File: src/rtl/mips_instr_memory_pkg.sv
// ---------------------------------------------------------------------------
// mips_tb_pkg
//   Shared types and constants for the MIPS instruction-memory responder.
//   Contents:
//     imem_state_t  LOAD / RUN / HALTED controller states
//     RESET_VECTOR  byte address the CPU fetches first (word 0 of the store)
//     NOP_WORD      word returned for the end-of-program fetch at address 0
//     bswap32       reverses byte order (natural MIPS word -> CPU bus order)
// ---------------------------------------------------------------------------
package mips_tb_pkg;

  typedef enum logic [1:0] {
    LOAD   = 2'd0,
    RUN    = 2'd1,
    HALTED = 2'd2
  } imem_state_t;

  localparam logic [31:0] RESET_VECTOR = 32'hBFC0_0000;
  localparam logic [31:0] NOP_WORD     = 32'h0000_0000;

  function automatic logic [31:0] bswap32(input logic [31:0] w);
    return {w[7:0], w[15:8], w[23:16], w[31:24]};
  endfunction

endpackage

File: src/rtl/mips_instr_memory_if.sv
// ---------------------------------------------------------------------------
// mips_instr_memory_if
//   Program-preload port of the instruction memory (valid/ready handshake).
//   Signals:
//     load_valid  master -> slave  a program word is offered
//     load_data   master -> slave  program word, natural MIPS byte order
//     load_last   master -> slave  offered word is the final one
//     load_ready  slave  -> master memory accepts words (LOAD state only)
//   Modports: master (loader / bench), slave (mips_instr_memory).
// ---------------------------------------------------------------------------
interface mips_instr_memory_if;
  logic        load_valid;
  logic        load_ready;
  logic [31:0] load_data;
  logic        load_last;

  modport master (output load_valid, output load_data, output load_last,
                  input  load_ready);
  modport slave  (input  load_valid, input  load_data, input  load_last,
                  output load_ready);
endinterface

File: src/rtl/mips_instr_memory_array.sv
// ---------------------------------------------------------------------------
// mips_imem_array
//   DEPTH x 32 program store: one synchronous write port, one asynchronous
//   read port. Contents are deliberately not reset so a program survives a
//   CPU restart. A write and a read of the same word in one cycle return the
//   old contents (the write lands on the clock edge).
//   Ports:
//     clk      clock
//     we_i     write enable
//     waddr_i  write word index
//     wdata_i  write data
//     raddr_i  read word index
//     rdata_o  read data (combinational)
// ---------------------------------------------------------------------------
module mips_imem_array #(
  parameter int DEPTH = 64,
  parameter int AW    = $clog2(DEPTH)
) (
  input  logic          clk,
  input  logic          we_i,
  input  logic [AW-1:0] waddr_i,
  input  logic [31:0]   wdata_i,
  input  logic [AW-1:0] raddr_i,
  output logic [31:0]   rdata_o
);

  logic [31:0] mem_q [DEPTH];

  always_ff @(posedge clk) begin
    if (we_i) begin
      mem_q[waddr_i] <= wdata_i;
    end
  end

  assign rdata_o = mem_q[raddr_i];

endmodule

File: src/rtl/mips_instr_memory.sv
// ---------------------------------------------------------------------------
// mips_instr_memory
//   Instruction-fetch responder for mips_cpu_harvard. Preloads a program over
//   a valid/ready port, holds the CPU in reset until the last word arrives,
//   serves fetches combinationally (byte-swapped), then stops on program end
//   (fetch of address 0 with cpu_active low) or on a RUN-cycle budget and
//   captures $v0.
//   Optional build macro: MIPS_IMEM_BOUNDS_CHECK_EN -- misaligned or
//   out-of-range fetches in RUN return 0 and set a sticky fault. Without it,
//   addresses wrap modulo DEPTH and fault is constant 0.
//   Ports:
//     clk, reset      clock, asynchronous active-low reset
//     load_if         preload port (slave)
//     instr_address   CPU fetch byte address
//     instr_readdata  fetched word, byte-swapped
//     cpu_active      CPU active flag
//     register_v0     CPU $v0
//     cpu_reset       active-high CPU reset (high except in RUN)
//     done, timeout   sticky halt flags
//     result          $v0 captured at halt
//     cycles          RUN cycles, saturating at MAX_CYCLES
//     load_ovf        sticky: word offered while store full
//     fault           sticky bounds fault
// ---------------------------------------------------------------------------
module mips_instr_memory
  import mips_tb_pkg::*;
#(
  parameter int          DEPTH      = 64,
  parameter logic [31:0] BASE_ADDR  = RESET_VECTOR,
  parameter int          MAX_CYCLES = 1000
) (
  input  logic                       clk,
  input  logic                       reset,
  mips_instr_memory_if.slave         load_if,
  input  logic [31:0]                instr_address,
  output logic [31:0]                instr_readdata,
  input  logic                       cpu_active,
  input  logic [31:0]                register_v0,
  output logic                       cpu_reset,
  output logic                       done,
  output logic                       timeout,
  output logic [31:0]                result,
  output logic [31:0]                cycles,
  output logic                       load_ovf,
  output logic                       fault
);

  localparam int          AW        = $clog2(DEPTH);
  localparam logic [AW:0] PTR_FULL  = (AW+1)'(DEPTH);
  localparam logic [31:0] MAX32     = 32'(MAX_CYCLES);

  imem_state_t state_q, state_d;
  logic [AW:0] ptr_q, ptr_d;
  logic        done_q, done_d;
  logic        timeout_q, timeout_d;
  logic [31:0] result_q, result_d;
  logic [31:0] cycles_q, cycles_d;
  logic        ovf_q, ovf_d;
  logic        fault_q, fault_d;

  logic [31:0] offset;
  logic [AW-1:0] rd_idx;
  logic [31:0] rd_word;
  logic        ptr_full;
  logic        load_xfer;
  logic        mem_we;
  logic        halt_hit;
  logic        fetch_bad;

  // Offset from the program base; wrapping subtraction makes the word index
  // naturally modulo DEPTH.
  assign offset = instr_address - BASE_ADDR;
  assign rd_idx = offset[AW+1:2];

`ifdef MIPS_IMEM_BOUNDS_CHECK_EN
  // Address 0 is the end-of-program fetch, never a fault.
  assign fetch_bad = (state_q == RUN) && (instr_address != 32'h0) &&
                     ((instr_address[1:0] != 2'b00) ||
                      (offset >= 32'(DEPTH * 4)));
`else
  logic unused_offset_bits;
  assign unused_offset_bits = ^{offset[31:AW+2], offset[1:0]};
  assign fetch_bad = 1'b0;
`endif

  assign ptr_full  = (ptr_q == PTR_FULL);
  assign load_xfer = (state_q == LOAD) && load_if.load_valid;
  assign mem_we    = load_xfer && !ptr_full;
  assign halt_hit  = !cpu_active && (instr_address == 32'h0);

  mips_imem_array #(
    .DEPTH (DEPTH),
    .AW    (AW)
  ) u_array (
    .clk     (clk),
    .we_i    (mem_we),
    .waddr_i (ptr_q[AW-1:0]),
    .wdata_i (load_if.load_data),
    .raddr_i (rd_idx),
    .rdata_o (rd_word)
  );

  assign instr_readdata = ((instr_address == 32'h0) || fetch_bad) ? NOP_WORD
                                                                  : bswap32(rd_word);

  always_comb begin
    state_d   = state_q;
    ptr_d     = ptr_q;
    done_d    = done_q;
    timeout_d = timeout_q;
    result_d  = result_q;
    cycles_d  = cycles_q;
    ovf_d     = ovf_q;
    fault_d   = fault_q;
    case (state_q)
      LOAD: begin
        if (load_xfer) begin
          if (ptr_full) begin
            ovf_d = 1'b1;
          end else begin
            ptr_d = ptr_q + 1'b1;
          end
          if (load_if.load_last) begin
            state_d = RUN;
          end
        end
      end
      RUN: begin
        if (cycles_q != MAX32) begin
          cycles_d = cycles_q + 32'd1;
        end
        if (fetch_bad) begin
          fault_d = 1'b1;
        end
        // Program end wins over the budget check on the same edge.
        if (halt_hit) begin
          result_d = register_v0;
          done_d   = 1'b1;
          state_d  = HALTED;
        end else if (cycles_q == MAX32 - 32'd1) begin
          result_d  = register_v0;
          done_d    = 1'b1;
          timeout_d = 1'b1;
          state_d   = HALTED;
        end
      end
      default: begin
      end
    endcase
  end

  always_ff @(posedge clk or negedge reset) begin
    if (!reset) begin
      state_q   <= LOAD;
      ptr_q     <= '0;
      done_q    <= 1'b0;
      timeout_q <= 1'b0;
      result_q  <= 32'h0;
      cycles_q  <= 32'h0;
      ovf_q     <= 1'b0;
      fault_q   <= 1'b0;
    end else begin
      state_q   <= state_d;
      ptr_q     <= ptr_d;
      done_q    <= done_d;
      timeout_q <= timeout_d;
      result_q  <= result_d;
      cycles_q  <= cycles_d;
      ovf_q     <= ovf_d;
      fault_q   <= fault_d;
    end
  end

  assign load_if.load_ready = (state_q == LOAD);
  assign cpu_reset          = (state_q != RUN);
  assign done               = done_q;
  assign timeout            = timeout_q;
  assign result             = result_q;
  assign cycles             = cycles_q;
  assign load_ovf           = ovf_q;
  assign fault              = fault_q;

endmodule

File: src/flat_wrapper.sv
// flat-port wrapper written by rule: the top's interface ports become plain ports
module mips_instr_memory_flat import mips_tb_pkg::*;
#(
  parameter int          DEPTH      = 64,
  parameter logic [31:0] BASE_ADDR  = RESET_VECTOR,
  parameter int          MAX_CYCLES = 1000
)
  (clk, reset, instr_address, instr_readdata, cpu_active, register_v0, cpu_reset, done, timeout, result, cycles, load_ovf, fault, load_if_load_valid, load_if_load_data, load_if_load_last, load_if_load_ready);
  mips_instr_memory_if load_if_i ();
  input  logic clk;
  input  logic reset;
  input  logic [31:0] instr_address;
  output logic [31:0] instr_readdata;
  input  logic cpu_active;
  input  logic [31:0] register_v0;
  output logic cpu_reset;
  output logic done;
  output logic timeout;
  output logic [31:0] result;
  output logic [31:0] cycles;
  output logic load_ovf;
  output logic fault;
  input wire logic [$bits(load_if_i.load_valid)-1:0] load_if_load_valid;
  input wire logic [$bits(load_if_i.load_data)-1:0] load_if_load_data;
  input wire logic [$bits(load_if_i.load_last)-1:0] load_if_load_last;
  output wire logic [$bits(load_if_i.load_ready)-1:0] load_if_load_ready;
  assign load_if_i.load_valid = load_if_load_valid;
  assign load_if_i.load_data = load_if_load_data;
  assign load_if_i.load_last = load_if_load_last;
  assign load_if_load_ready = load_if_i.load_ready;
  mips_instr_memory #(.DEPTH(DEPTH), .BASE_ADDR(BASE_ADDR), .MAX_CYCLES(MAX_CYCLES)) u_core (.clk(clk), .reset(reset), .load_if(load_if_i), .instr_address(instr_address), .instr_readdata(instr_readdata), .cpu_active(cpu_active), .register_v0(register_v0), .cpu_reset(cpu_reset), .done(done), .timeout(timeout), .result(result), .cycles(cycles), .load_ovf(load_ovf), .fault(fault));
endmodule
File: config.mk
export PLATFORM = sky130hd
export DESIGN_NAME = mips_instr_memory_flat
export DESIGN_NICKNAME = d
export VERILOG_FILES = /design/src/rtl/mips_instr_memory_pkg.sv /design/src/rtl/mips_instr_memory_if.sv /design/src/rtl/mips_instr_memory_array.sv /design/src/rtl/mips_instr_memory.sv /design/src/flat_wrapper.sv
export SDC_FILE = /design/constraint.sdc
export NUM_CORES = 2
export LEC_CHECK = 0
export ABC_AREA = 1
export CORE_ASPECT_RATIO = 1.1
export CORE_MARGIN = 3
export CORE_UTILIZATION = 50
export DETAILED_ROUTE_END_ITERATION = 7
export MAX_ROUTING_LAYER = met4
export PLACE_DENSITY_LB_ADDON = 0.05
export SYNTH_ARGS = -nofsm -noshare
export SYNTH_HDL_FRONTEND = slang
export SYNTH_HIERARCHICAL = 1
export SYNTH_SLANG_ARGS = --single-unit
File: constraint.sdc
create_clock -name clk -period 7.1 [get_ports clk]
set_clock_uncertainty 0.1 [all_clocks]
set_input_delay 1.42 -clock clk [delete_from_list [all_inputs] [get_ports clk]]
set_output_delay 1.42 -clock clk [all_outputs]
set_load 0.05 [all_outputs]
==> After elaboration in Yosys (flattened, before gate mapping) <==
Memory sizes are Yosys's and may differ from the RTL's.
Index checks and enable logic that the tools add are counted.
{ "totals": {"regBits": 76, "ram_bits": 2048, "inputBits": 101, "output_inout_bits": 102, "elab_cells": 48, "mem_count": 1} }
{ "op_classes": {"add_sub_neg": 3, "eq_ne": 8, "muxes": 12, "bitwise": 2, "reduce_logical": 15} }
{ "memory_table": {"columns": ["memory", "depth", "width", "read_ports", "rd_clocked_by_memory_dff", "write_ports", "line", "rtl"], "rows": [
  ["u_core.u_array.mem_q", 64, 32, 1, 0, 1, "mips_instr_memory_array.sv:27", "logic [31:0] mem_q [DEPTH];"]
]} }
{ "ops": {"columns": ["cell", "n"], "rows": [
  ["2-to-1 mux 32 bit", 3],
  ["adder 32 x 1 -> 32 bit, second input constant", 1],
  ["equality test 32 x 10 -> 1 bit, second input constant", 1],
  ["zero test 32 bit", 1],
  ["inequality test 32 x 10 -> 1 bit, second input constant", 1],
  ["AND reduction 3 bit", 3],
  ["2-to-1 mux 2 bit", 4],
  ["subtractor 8 x 1 -> 8 bit, second input constant", 1],
  ["adder 7 x 1 -> 7 bit, second input constant", 1],
  ["equality test 7 bit, second input constant", 1],
  ["2-to-1 mux 1 bit", 4],
  ["inequality test 2 x 1 -> 1 bit, second input constant", 2],
  ["case mux 2 bit (2 select lines)", 1],
  ["AND reduction 2 bit", 2],
  ["AND reduction 4 bit", 1],
  ["nonzero test 2 bit", 2],
  ["logical AND 1 bit", 3],
  ["inequality test 3 x 1 -> 1 bit, second input constant", 1],
  ["equality test 2 x 1 -> 1 bit, second input constant", 1],
  ["zero test 1 bit", 2],
  ["zero test 2 bit", 1],
  ["inequality test 2 bit, second input constant", 1],
  ["NOT 1 bit", 2]
]} }

==> Longest topological paths before layout <==
{ "logic_depth": {"word_depth": 5, "ltp_mapped": 15, "ltp_nobuf": 11} }

==> Modules after synthesis <==
The synthesis kept the hierarchy.
{ "by_module_without_submodules": {"columns": ["mod", "instances", "cells_each", "area_each_um2", "seq_area_each_um2"], "rows": [
  ["mips_imem_array", 1, 6737, 82097.5, 61499.0],
  ["mips_instr_memory", 1, 639, 4558.1, 1901.8]
]} }

==> Worst setup path before layout <==
No wires, ideal clock.
{ "synth_path": {"path_type": "in2reg", "from": "input load_if_load_valid", "to": "memory u_core.u_array.mem_q[48][0] (enable)", "setup_ns": 0.502, "arrival_time_ns": 5.411, "t_required_ns": 6.498, "slack_ns": 1.087, "stages": 7, "n_path_buf": 1, "cell_sequence": "nand2_1 -> inv_1 -> nand2_1 -> clkinv_1 -> clkbuf_1 -> nand4_1 -> nor4_1"} }
{ "synth_via": {"elab_chain_len": 4} }
{ "synth_rtl": {"columns": ["element", "line", "rtl"], "rows": [
  ["start: declaration", "flat_wrapper.sv:23", "input wire logic [$bits(load_if_i.load_valid)-1:0] load_if_load_valid;"],
  ["logical AND 1 bit", "mips_instr_memory.sv:87", "assign load_xfer = (state_q == LOAD) && load_if.load_valid;"],
  ["logical AND 1 bit", "mips_instr_memory.sv:88", "assign mem_we = load_xfer && !ptr_full;"],
  ["via u_core.mem_we", "mips_instr_memory.sv:66", "logic mem_we;"],
  ["2-to-1 mux 1 bit", "mips_instr_memory_array.sv:30", "if (we_i) begin"],
  ["2-to-1 mux 1 bit (not written as such)", "mips_instr_memory_array.sv:31", "mem_q[waddr_i] <= wdata_i;"],
  ["end: declaration", "mips_instr_memory_array.sv:27", null]
]} }
The timed path passes the listed nets, and every way through them passes these cells.

==> Worst setup path after layout <==
{ "layout_path": {"from": "input instr_address[2]", "to": "output instr_readdata[22]"} }
{ "layout_via": {"elab_chain_len": 3, "elab_cells_between_ends": 4, "classes_between": "add/sub: 1; mux: 1; reduce/logical: 1; memory: 1"} }
{ "layout_rtl": {"columns": ["element", "line", "rtl"], "rows": [
  ["start: declaration", "flat_wrapper.sv:12", "input logic [31:0] instr_address;"],
  ["subtractor 8 x 1 -> 8 bit", "mips_instr_memory.sv:72", "assign offset = instr_address - BASE_ADDR;"],
  ["memory read (64 x 32 bit)", null, null],
  ["2-to-1 mux 32 bit *", "mips_instr_memory.sv:103", "assign instr_readdata = ((instr_address == 32'h0) || fetch_bad) ? NOP_WORD"],
  ["end: declaration", "flat_wrapper.sv:13", "output logic [31:0] instr_readdata;"]
]} }
Every way passes the cells marked *; elsewhere a longest branch is shown, timed or not.

==> flow_metrics.env <==
export IMPL_routedWlPerCell_um=26.15
export IMPL_drt_pass1_iter_count=7
export IMPL_core_area_um2=171500
export IMPL_postCtsResizedCells=0
export IMPL_power_density_nw_per_um2=269.1
export IMPL_yosysSeqAreaShare_pct=73.16
export IMPL_cts_hold_buf=0
export IMPL_cts_sinks=2124
export IMPL_yosysUniqueCellTypes=36
export IMPL_final_cells=9973
export IMPL_avgSynthCellArea_um2=11.75
export IMPL_relSlewSlack_pct=12.64
export IMPL_cts_tree="yes"
export IMPL_wirelength_mm=260.8
export IMPL_pre_cts_slack_ps=653.6
export IMPL_grt_max_degree=164
export IMPL_die_area_um2=178300
export IMPL_clk_pin_slew_worst_paths_ps=60
export IMPL_drive_gt1_share_pct=8.771
export IMPL_port_buffers=201
export IMPL_antenna_found_initial=21
export IMPL_ir_drop_mv=0.2831
export IMPL_fp_dieH_um=442.6
export IMPL_rsz0062_at_grt="false"
export IMPL_clock_latency_ps=850
export IMPL_cap_violations=0
export IMPL_layout_setup_ws_ps=661.4
export IMPL_reg2reg_setup_slack_ps=3210
export IMPL_io_pins=203
export IMPL_grt_pass1_wl_mm=378.8
export IMPL_start_util_pct=50.53
export IMPL_vias=58310
export IMPL_clockBufferDepth=3
export IMPL_fmax_mhz=155.3
export IMPL_synth_warnings=6
export IMPL_final_common_cell="nand2_1"
export IMPL_grt_pass1_vias=54900
export IMPL_gp_congestion=0.8591
export IMPL_worst_setup_path_start_kind="input pin"
export IMPL_cts_buffers=213
export IMPL_first_iter_violations=7070
export IMPL_synth_area_leader_cell="edfxtp_1"
export IMPL_total_power_uw=26530
export IMPL_fin_tns_setup_ps=0
export IMPL_die_w_um=402.9
export IMPL_hpwlAfterDp_mm=140.4
export IMPL_synth_edf_count=2048
export IMPL_final_nets=7635
export IMPL_fin_crit_ps=6439
export IMPL_final_cell_mix="nand2_1 (2476), edfxtp_1 (2048), nand3_1 (1948)"
export IMPL_postCtsSetupBuffers=0
export IMPL_hold_class="in2async"
export IMPL_remaining_drc_errors=0
export IMPL_rows=159
export IMPL_setup_viol=0
export IMPL_grt_ovfl_total=0
export IMPL_arrival_ps=4920
export IMPL_synth_top_area_share_pct=70.97
export IMPL_antenna_violating_nets_post_route=0
export IMPL_cts_root_buffer="clkbuf_16"
export IMPL_grtUsageTotal_pct=29.80
export IMPL_holdWs_ps=369.0
export IMPL_status="finished clean"
export IMPL_ys_flop_type="edfxtp_1"
export IMPL_synth_net_count=7481
export IMPL_synth_cells=7376
export IMPL_drv_slew=0
export IMPL_synthTopCellsByArea="edfxtp_1 (71%), nand3_1 (11%), nand2_1 (11%)"
export IMPL_syn_area_um2=86660
export IMPL_async_reset_ff_share_pct=3.578
export IMPL_crit_fanout=54
export IMPL_crit_path_end_kind="primary output"
export IMPL_dpl_cell_count=9569
export IMPL_synthToLayoutAreaGrowth_pct=13.74
export IMPL_p_leak_uw=0.03516
export IMPL_worst_setup_path_type="in2out"
export IMPL_worst_pin_slew_ps=1309
export IMPL_post_route_period_util_pct=90.68
export IMPL_finalHoldViolCount=0
export IMPL_crit_required_ps=5580
export IMPL_ys_ff_latch=2124
export IMPL_htree_levels=4
export IMPL_routed_via_density=5.847
## worst paths after layout
kind                                        startpoint                                      to  cells after the start
max                                   instr_address[2]                      instr_readdata[22]                      9
max in group asynchronous                        reset             u_core/ptr_q[6]$_DFFE_PN0P_                      2
min in group clk               u_core/done$_DFFE_PN0P_                 u_core/done$_DFFE_PN0P_                      2
min                                              reset           u_core/cycles[19]$_DFFE_PN0P_                      1
min reg2reg                    u_core/done$_DFFE_PN0P_                 u_core/done$_DFFE_PN0P_                      2
max reg2reg                u_core/ptr_q[0]$_DFFE_PN0P_  u_core/u_array/mem_q[22][17]$_DFFE_PP_                      9
## registers in the layout, indices dropped and copies added, names as in the netlist
signal,flops
u_core/ptr_q,7
u_core/cycles,32
u_core/state_q,2
u_core/load_ovf,1
u_core/timeout,1
u_core/done,1
u_core/result,32
u_core/u_array/mem_q,2048
## critical path: stages
cell,delay [ps]
buf_8,220
buf_4,390
nor2_1,160
nand2_1,120
nor2_1,740
nand2_1,240
nor2_4,880
nor2_1,360
buf_12,260
## cells in the mapped netlist (8+ instances only)
| cell | n |
|---|---|
| buf_2 | 290 |
| buf_4 | 46 |
| xnor2_1 | 15 |
| nand2_1 | 2476 |
| buf_1 | 43 |
| nand4_1 | 13 |
| dfrtp_1 | 76 |
| nor2_1 | 162 |
| nand2_2 | 31 |
| nor3_1 | 10 |
| nand3_1 | 1948 |
| edfxtp_1 | 2048 |
| inv_1 | 70 |
| nor4_1 | 8 |
| xor2_1 | 14 |
| clkbuf_1 | 77 |
## layout make-up
class	instances	area, µm²
well taps	2254	2820
clock buffers	279	5638
flip-flops and latches	2124	63400
fillers	14140	72930
clock inverters	113	1082
inverters	76	321.6
diodes	12	30.03
multi-input cells	4709	21030
repair buffers	406	4235
## report_power, final
group          internal (µW)  leakage [µW]  switching, µW
logic                    489        0.0126           1350
registers              13700        0.0193           4.76
clock network           6170       0.00326           4770
## logic make-up after synthesis
kind of cell / count (synthesis) / synth area share, %
other: 1 / 0.004327
AND/OR/NAND/NOR: 4662 / 23.28
flip-flops: 2124 / 73.16
buffers and inverters: 543 / 3.107
AO/OA/AOI/OAI: 13 / 0.09818
adder cells (fa/ha/maj): 4 / 0.05776
XOR/XNOR: 29 / 0.2931
## routing by layer
metal	track usage, %	share of wire, %	wire length [µm]	vias up
met5	-	0	0	-
met4	10.01	3.3	8546	0
met3	5.250	8.9	23180	437
met2	45.42	47	122300	2595
met1	40.86	41	106800	28970
li1	-	-	-	26300
## per-stage QoR
stage               area (µm²)  util (%)
finish                   98560     57.47
floorplan                86660         -
global placement         91810     53.54
global route             98550     57.47
CTS                      98530     57.46
detailed placement       91810     53.54
(Power assumes the default switching activity.)
